File: src/rtl/pipe_stage_reg.sv
// Generic pipeline stage register with valid/ready handshake and a two-entry skid buffer.
// A flush turns every held slot into a bubble by clearing control bits; data payloads are held.
module pipe_stage_reg #(
    parameter int unsigned DATA_W = 64,
    parameter int unsigned CTRL_W = 2
) (
    input  logic              clk,
    input  logic              reset,
    input  logic              in_valid,
    output logic              in_ready,
    input  logic [DATA_W-1:0] in_data,
    input  logic [CTRL_W-1:0] in_ctrl,
    input  logic              flush,
    output logic              out_valid,
    input  logic              out_ready,
    output logic [DATA_W-1:0] out_data,
    output logic [CTRL_W-1:0] out_ctrl,
    output logic [1:0]        occupancy
);

    // State encoding doubles as the occupancy count.
    localparam logic [1:0] ST_EMPTY = 2'd0;
    localparam logic [1:0] ST_ONE   = 2'd1;
    localparam logic [1:0] ST_TWO   = 2'd2;

    logic [1:0]        r_state;
    logic [1:0]        w_state_nxt;
    logic              r_in_ready;
    logic [DATA_W-1:0] r_main_data;
    logic [CTRL_W-1:0] r_main_ctrl;
    logic [DATA_W-1:0] r_skid_data;
    logic [CTRL_W-1:0] r_skid_ctrl;

    logic w_in_fire;
    logic w_out_fire;
    logic w_load_main_in;
    logic w_load_main_skid;
    logic w_load_skid;
    logic w_clr_main;

    assign w_in_fire  = in_valid & r_in_ready;
    assign w_out_fire = out_valid & out_ready;

    // Next-state and load-enable decode; flush overrides every transition.
    always_comb begin
        w_state_nxt      = r_state;
        w_load_main_in   = 1'b0;
        w_load_main_skid = 1'b0;
        w_load_skid      = 1'b0;
        if (flush) begin
            w_state_nxt = ST_EMPTY;
        end else begin
            case (r_state)
                ST_EMPTY: begin
                    if (w_in_fire) begin
                        w_load_main_in = 1'b1;
                        w_state_nxt    = ST_ONE;
                    end
                end
                ST_ONE: begin
                    if (w_in_fire && w_out_fire) begin
                        w_load_main_in = 1'b1;
                    end else if (w_in_fire) begin
                        w_load_skid = 1'b1;
                        w_state_nxt = ST_TWO;
                    end else if (w_out_fire) begin
                        w_state_nxt = ST_EMPTY;
                    end
                end
                ST_TWO: begin
                    if (w_out_fire) begin
                        w_load_main_skid = 1'b1;
                        w_state_nxt      = ST_ONE;
                    end
                end
                default: begin
                    w_state_nxt = ST_EMPTY;
                end
            endcase
        end
    end

    // Keeping main control at zero whenever the stage is empty lets out_ctrl come straight from a flop.
    assign w_clr_main = (w_state_nxt == ST_EMPTY);

    always_ff @(posedge clk or negedge reset) begin
        if (!reset) begin
            r_state    <= ST_EMPTY;
            r_in_ready <= 1'b0;
        end else begin
            r_state    <= w_state_nxt;
            r_in_ready <= (w_state_nxt != ST_TWO);
        end
    end

    always_ff @(posedge clk or negedge reset) begin
        if (!reset) begin
            r_main_data <= '0;
            r_main_ctrl <= '0;
        end else if (w_clr_main) begin
            r_main_ctrl <= '0;
        end else if (w_load_main_in) begin
            r_main_data <= in_data;
            r_main_ctrl <= in_ctrl;
        end else if (w_load_main_skid) begin
            r_main_data <= r_skid_data;
            r_main_ctrl <= r_skid_ctrl;
        end
    end

    always_ff @(posedge clk or negedge reset) begin
        if (!reset) begin
            r_skid_data <= '0;
            r_skid_ctrl <= '0;
        end else if (flush) begin
            r_skid_ctrl <= '0;
        end else if (w_load_skid) begin
            r_skid_data <= in_data;
            r_skid_ctrl <= in_ctrl;
        end
    end

    assign in_ready  = r_in_ready;
    assign out_valid = (r_state != ST_EMPTY);
    assign out_data  = r_main_data;
    assign out_ctrl  = r_main_ctrl;
    assign occupancy = r_state;

endmodule

File: config.mk
export PLATFORM = sky130hd
export DESIGN_NAME = pipe_stage_reg
export DESIGN_NICKNAME = d
export VERILOG_FILES = /design/src/rtl/pipe_stage_reg.sv
export SDC_FILE = /design/constraint.sdc
export NUM_CORES = 1
export LEC_CHECK = 0
export CAP_MARGIN = 10
export CORE_UTILIZATION = 35
export CTS_CLUSTER_SIZE = 24
export DETAILED_ROUTE_END_ITERATION = 8
export HOLD_SLACK_MARGIN = 0.06
export SYNTH_ARGS = -nofsm -noshare
export SYNTH_HDL_FRONTEND = slang
export SYNTH_SLANG_ARGS = --single-unit
File: constraint.sdc
create_clock -name clk -period 2.7 [get_ports clk]
set_clock_uncertainty 0.1 [all_clocks]
set_input_delay 0.405 -clock clk [delete_from_list [all_inputs] [get_ports clk]]
set_output_delay 0.405 -clock clk [all_outputs]
set_load 0.05 [all_outputs]
; After elaboration in Yosys (flattened, before gate mapping)
; Index checks and enable logic that the tools add are counted.
[totals]
register_bits = 135
latch_bits = 0
ramBits = 0
mem_bits_ro = 0
input_bits = 71
out_inout_bits = 70
word_cells = 46
mem_count = 0
[classes]
n_addsub = 0
multipliers = 0
div_mod_pow = 0
order_cmp = 0
eq_ne = 3
shift = 0
mux = 24
bitwise = 4
n_reduce_logical = 9
[op_table]
columns = cell, n
row1 = $mux 64, 2
row2 = $mux 2, 11
row3 = $mux 1, 9
row4 = $pmux 2 s3, 1
row5 = $reduce_bool 2->1, 3
row6 = $logic_not 2->1, 2
row7 = $reduce_and 2->1, 2
row8 = $reduce_bool 3->1, 1
row9 = $and 1x1->1, 2
row10 = $eq 2x1->1 const B, 1
row11 = $eq 2x2->1 const B, 1
row12 = $ne 2x2->1 const B, 1
row13 = $not 1->1, 2
row14 = $pmux 1 s2, 1
row15 = $logic_and 1x1->1, 1

; Longest topological paths before layout
; Gate-level depths: netlist of run 1.
[logic_depth]
depth_word = 10
mapped_depth = 7

; Worst setup path after synthesis of run 1
; No wires, ideal clock.
[synth_timing]
kind = register to register
from = register r_in_ready (netlist: in_ready)
to = register r_skid_data[3]
t_arrival_ps = 1991
required_time_ps = 2475
setup_slack_ps = 484
stages_incl_launch_ff = 5
n_path_buf = 1
period_less_slack_ps = 2216
cell_sequence = dfrtp_1 nand2_2 nor4_4 buf_6 mux2_2
[synth_via]
elab_chain_len = 6
[synth_rtl]
columns = element, line
row1 = "start, declared", 28  ; logic r_in_ready;
row2 = "start signal, assigned", 92  ; r_in_ready <= (w_state_nxt != ST_TWO);
row3 = $and 1x1->1 *, 41  ; assign w_in_fire = in_valid & r_in_ready;
row4 = $mux 1 or $logic_and 1x1->1 (tied branches), "63, 61"
row5 = $mux 1 *, 61  ; if (w_in_fire && w_out_fire) begin
row6 = $mux 1 *, 53  ; case (r_state)
row7 = $mux 1 *, 50  ; if (flush) begin
row8 = $reduce_and 2->1 (no source line) *, -
row9 = "end signal, assigned", 118  ; r_skid_data <= in_data;
row10 = "end, declared", 31  ; logic [DATA_W-1:0] r_skid_data;
; Mark *: on every way between the ends. The rest lies on a longest branch, timed or not.
; A chain may end at the register's enable or synchronous reset.

; Final worst setup path of run 1
[layout_timing]
from = register r_state[1] (netlist: occupancy[1])
to = output out_valid
[layout_via]
elab_chain_len = 1
[layout_rtl]
columns = element, line
row1 = "start, declared", 26  ; logic [1:0] r_state;
row2 = "start signal, assigned", 91  ; r_state <= w_state_nxt;
row3 = $reduce_bool 2->1, 124  ; assign out_valid = (r_state != ST_EMPTY);
row4 = "end, declared", 14  ; output logic out_valid,
; No other way between the ends.

==> reports/results.tsv, run 1 <==
metric	value	unit
route.detailed.drc	0	
dp_cells	788	
ant_nets	0	
syn-cell-area	5730	um^2
crit_chain	or2_2, clkdlybuf4s50_1	
first_pass_iters	4	
dp_slack	0.272	ns
syn_avg_cell_area	12.8	um^2
dpl_cell_area	7400	um^2
grt_pass1_wl	20500	um
power	7.40	mW
holdPathStages	1	
clockPowerShare	30.9	%
fmax	0.390	GHz
final_cells	821	
synth.area.mux_share	24.7	%
die_area	16900	um^2
worstHoldPathType	reg -> reg	
cts_buffers	17	
status	finished, final reports clean	
cap_violations	0	
wl_per_cell	15.2	um
cts_root_buffer	clkbuf_16	
cp-end-kind	primary output	
final_util	50.2	%
grt_start_max_net_pins	68	
yosys.cell_types.count	26	
finalNetCount	663	
hpwl	8210	um
design_area	8010	um^2
diodes	0	
synth_top_family_by_area	multiplexers	
syn_inst	449	
rows	46	
post_cts_buffers	0	
powerDensity	925	nW/um^2
switching_share	34.0	%
setup_viol	0	
relSlewSlack	57.6	%
intPower	4.89	mW
fp.dieH	130	um
multi_input_area	2170	um^2
tritoncts	built	
vdd_drop_max	438	uV
cts.sinks	135	
start_util	36.0	%
seq_area	3380	um^2
critical_path_arrival	2.06	ns
io_pins	141	
power_frac_comb	30.8	%
viasPerCell	4.75	
grt_overflow	0	
clk_latency	0.41	ns
rsz0062_at_grt	false	
setup_slack	0.137	ns
clk_path_buf_depth	2	
finalHoldViolations	0	
core	15900	um^2
cts.htree.levels	4	
antenna_found_initial	0	
clk_pin_slew	0.06	ns
die_x	130	um
ys_seq_area_share	58.9	%
io_buffers	140	
cpMaxStageDelayCell	clkdlybuf4s50_1	
worst_ep_required_time	2.19	ns
layout_min_cycle_time	2.56	ns
tightest_slew	0.636	ns
totalWireLength	12500	um
worstSetupPathType	reg -> out	
p_seq_share	38.3	%
cp-start-kind	flip-flop	
synth_compound_area_share	6.24	%
p_switching	2.51	mW
ys_ff_latch	135	
synth_fa_ha_area_share	0	%
drt_iter0_markers	150	
drive_gt1_share	9.75	%
gp_congestion	0.717	
fin_tns_setup	0	ns
crit_path_max_incr_delay	0.79	ns
finalCritPeriodShare	94.9	%
grt_pass1_vias	4005	
area_growth	39.6	%
crit_fanout	12	
synth_xor_area_share	0.153	%
routed-via-count	3897	
drv_slew	0	
fillers	1411	
hold_slack	0.382	ns
leakagePower	3.31	nW
ys.warnings.count	0	
r2r_cells	5	
track_usage	16.0	%
synth-simple-area-share	6.57	%
syn_nets	520	
==> path summary, 6_finish.rpt <==
check / start / endpoint / slack (ns)
worst max-delay path: occupancy[1]$_DFF_PN0_ / out_valid / 0.14
worst min-delay path: r_skid_data[57]$_DFFE_PN0P_ / r_skid_data[57]$_DFFE_PN0P_ / 0.38
worst max register to register: occupancy[1]$_DFF_PN0_ / out_data[5]$_DFFE_PN0P_ / 0.71
worst min register to register: r_skid_data[57]$_DFFE_PN0P_ / r_skid_data[57]$_DFFE_PN0P_ / 0.38
max in group asynchronous: reset / r_skid_data[24]$_DFFE_PN0P_ / 1.34
min in group asynchronous: reset / occupancy[0]$_DFF_PN0_ / 0.48
==> power groups by stage <==
stage | Sequential [mW] | Combinational (mW) | Clock (mW)
floorplan | 3.62 | 0.690 | 0
global placement | 2.84 | 2.26 | 0
detailed placement | 2.86 | 2.31 | 0
CTS | 2.84 | 2.31 | 2.35
global route | 2.91 | 2.45 | 2.46
finish | 2.83 | 2.28 | 2.29
==> layer usage <==
metal / part of all wire [%] / up-vias / global-route usage (%)
li1: - / 1862 / -
met5: 0 / - / 0
met1: 47 / 1914 / 21.1
met4: 1.3 / 0 / 6.09
met2: 46 / 107 / 24.1
met3: 6.3 / 14 / 5.62
==> cells by family (layout without fill, tap and decap cells) <==
| family | Yosys count | count (layout) |
|---|---|---|
| buffers and inverters | 29 | 185 |
| AO/OA/AOI/OAI | 69 | 69 |
| multiplexers | 133 | 133 |
| AND/OR/NAND/NOR | 82 | 82 |
| flip-flops | 135 | 135 |
| XOR/XNOR | 1 | 1 |
==> worst max-delay path: cells and delay by family, from the launching register on <==
| kind | cells | cell delay (ns) |
|---|---|---|
| flip-flops | 1 | 0.66 |
| AND/OR/NAND/NOR | 1 | 0.19 |
| buffers and inverters | 1 | 0.79 |
==> synth_stat cells (all sizes together) <==
master,count,share of area [%]
a21o,1,0.13
a21oi,64,5.6
a22o,2,0.31
a31oi,2,0.22
buf,26,3.3
clkbuf,3,0.20
dfrtp,135,59
mux2,66,13
mux2i,67,12
nand2,2,0.17
nand2b,1,0.11
nand3,1,0.087
nand3b,1,0.13
nand4b,1,0.15
nand4bb,1,0.20
nor2,67,4.4
nor2b,1,0.11
nor3,3,0.26
nor4,2,0.74
or2,1,0.11
or3,1,0.11
xnor2,1,0.15
==> flip-flops by register name, summed over array words and instances (netlist names) <==
signal / flops
r_skid_data: 64
r_skid_ctrl: 2
occupancy: 2
out_data: 64
in_ready: 1
out_ctrl: 2
==> timing repair <==
item,in CTS,in global routing
gates resized for setup,0,0
hold buffers,1,0
endpoints found under the hold margin,64,0
setup endpoints to repair,0,0
==> layout by cell type (no fill, tap or decap), types with 5 or more instances in the layout <==
| master | synthesis | routed |
|---|---|---|
| clkdlybuf4s50_1 | 0 | 139 |
| dfrtp_1 | 135 | 135 |
| nor2_1 | 67 | 67 |
| mux2i_1 | 67 | 67 |
| a21oi_1 | 64 | 64 |
| mux2_1 | 56 | 56 |
| clkbuf_16 | 0 | 17 |
| mux2_2 | 10 | 10 |
| buf_12 | 0 | 7 |
| buf_4 | 8 | 5 |
==> area by class of cell <==
type	instances	share of cell area [%]
flip-flops and latches	135	42.2
multi-input cells	285	27.1
repair buffers	153	19.9
clock buffers	21	5.88
well taps	216	3.38
clock inverters	11	1.55
Note: power is estimated with default switching activity, not from simulation.
==> run 2: changes to the inputs <==
--- a/config.mk
+++ b/config.mk
@@ -10,6 +10,8 @@
 export CTS_CLUSTER_SIZE = 24
 export DETAILED_ROUTE_END_ITERATION = 8
 export HOLD_SLACK_MARGIN = 0.06
+export PLACE_DENSITY = 0.62
+export RECOVER_POWER = 50
 export SYNTH_ARGS = -nofsm -noshare
 export SYNTH_HDL_FRONTEND = slang
 export SYNTH_SLANG_ARGS = --single-unit
==> run 2 against run 1 <==
  * Flip-flop and latch count is the same
  * Sequential power barely moved
  * Power is 2.6% lower
  * Core utilization fell by 0.52 points
  * Clock power shrank 8%
  * Worst setup slack gained 0.076 ns
  * Worst hold slack barely moved
  * Non-clock buffer count fell by 1
  * Sequential share of layout area up 0.44 points
  * Count of clock-buffer cells in the layout grew 4
  * Combinational power barely moved
  * Critical path type unchanged
==> reports/results.tsv, run 2 (synthesized netlist as in run 1, its figures left out) <==
metric	value	unit
layout_min_cycle_time	2.49	ns
die_area	16900	um^2
clk_latency	0.41	ns
core	15900	um^2
finalHoldViolations	0	
clockPowerShare	29.3	%
cp-end-kind	primary output	
start_util	36.0	%
drv_slew	0	
cts.sinks	135	
worstSetupPathType	reg -> out	
crit_fanout	12	
powerDensity	911	nW/um^2
drt_iter0_markers	188	
worst_ep_required_time	2.19	ns
route.detailed.drc	0	
cts.htree.levels	4	
design_area	7920	um^2
worstHoldPathType	reg -> reg	
r2r_slack	0.44	ns
clk_pin_slew	0.06	ns
die_x	130	um
first_pass_iters	4	
cp-start-kind	flip-flop	
dpl_cell_area	7410	um^2
io_pins	141	
p_switching	2.47	mW
fin_tns_setup	0	ns
hpwl	8170	um
switching_share	34.2	%
rsz0062_at_grt	false	
cpMaxStageDelayCell	clkdlybuf4s50_1	
grt_pass1_vias	4033	
intPower	4.74	mW
cap_violations	0	
power_frac_comb	31.6	%
drive_gt1_share	8.77	%
grt_start_max_net_pins	71	
hold_slack	0.382	ns
dp_cells	787	
final_util	49.7	%
dp_slack	0.276	ns
final_cells	820	
antenna_found_initial	0	
p_seq_share	39.1	%
finalCritPeriodShare	92.1	%
rows	46	
viasPerCell	4.69	
fmax	0.402	GHz
wl_per_cell	15.0	um
area_growth	38.2	%
diodes	0	
leakagePower	3.28	nW
grt_overflow	0	
fp.dieH	130	um
cts_root_buffer	clkbuf_16	
setup_viol	0	
io_buffers	140	
post_cts_buffers	0	
layout_commonest_cell	clkdlybuf4s50_1	
grt_pass1_wl	20100	um
tightest_slew	1.48	ns
crit_chain	or2_2, clkdlybuf4s50_1	
power	7.21	mW
totalWireLength	12300	um
gp_congestion	0.721	
layout_common_cells	138 x clkdlybuf4s50_1, 135 x dfrtp_1, 67 x nor2_1, 67 x mux2i_1, 64 x a21oi_1	
setup_slack	0.213	ns
vdd_drop_max	487	uV
cts_buffers	17	
tritoncts	built	
track_usage	15.6	%
relSlewSlack	1.39	%
critical_path_arrival	1.98	ns
routed-via-count	3847	
clk_path_buf_depth	2	
status	finished, final reports clean	
crit_path_max_incr_delay	0.80	ns
ant_nets	0	
finalNetCount	662	
## run 2: changes by cell type in the layout (fill, tap and decap cells not counted), sizes merged
cell | previous run | this run
clkinv | 6 | 5
bufinv | 2 | 0
dlygate4sd3 | 1 | 2
clkinvlp | 3 | 2
clkdlybuf4s50 | 139 | 138
buf | 13 | 8
clkbuf | 21 | 29
## run 2: repair_timing
action / 4_1_cts / 5_1_grt
hold buffers: 1 / 0
endpoints found under the hold margin: 54 / 0
resized for setup: 0 / 0
## run 2: final timing paths
kind / start / to / depth (start not counted)
worst max-delay path: occupancy[1]$_DFF_PN0_ / out_valid / 2
worst min-delay path: r_skid_data[34]$_DFFE_PN0P_ / r_skid_data[34]$_DFFE_PN0P_ / 1
worst max register to register: occupancy[1]$_DFF_PN0_ / r_skid_data[0]$_DFFE_PN0P_ / 3
worst min register to register: r_skid_data[34]$_DFFE_PN0P_ / r_skid_data[34]$_DFFE_PN0P_ / 1
max in group asynchronous: reset / out_data[9]$_DFFE_PN0P_ / 3
min in group asynchronous: reset / out_data[5]$_DFFE_PN0P_ / 2
## run 2: power by group through the flow
| stage | Clock (mW) | Sequential, mW | Combinational [mW] |
|---|---|---|---|
| after floorplan | 0 | 3.62 | 0.690 |
| after global placement | 0 | 2.83 | 2.27 |
| after detailed placement | 0 | 2.86 | 2.31 |
| after CTS | 2.18 | 2.83 | 2.32 |
| after global routing | 2.26 | 2.89 | 2.44 |
| final | 2.11 | 2.82 | 2.28 |
## run 2: cell type report
type | count | area [um^2]
Fill cell | 1413 | 8020
Sequential cell | 135 | 3380
Multi-Input combinational cell | 285 | 2150
Timing Repair Buffer | 152 | 1570
Clock buffer | 25 | 505
Tap cell | 216 | 270
Clock inverter | 7 | 43.8
## run 2: critical path: cells and delay by family (launching register included)
family / cells / cell delay (ns)
buffers and inverters: 1 / 0.80
flip-flops: 1 / 0.59
AND/OR/NAND/NOR: 1 / 0.18
## run 2: per-layer routing
metal	track usage (%)	part of all wire, %	vias to the layer above
li1	-	-	1863
met1	19.6	46	1865
met2	24.1	45	104
met3	6.07	7.8	15
met4	6.43	1.5	0
met5	0	0	-
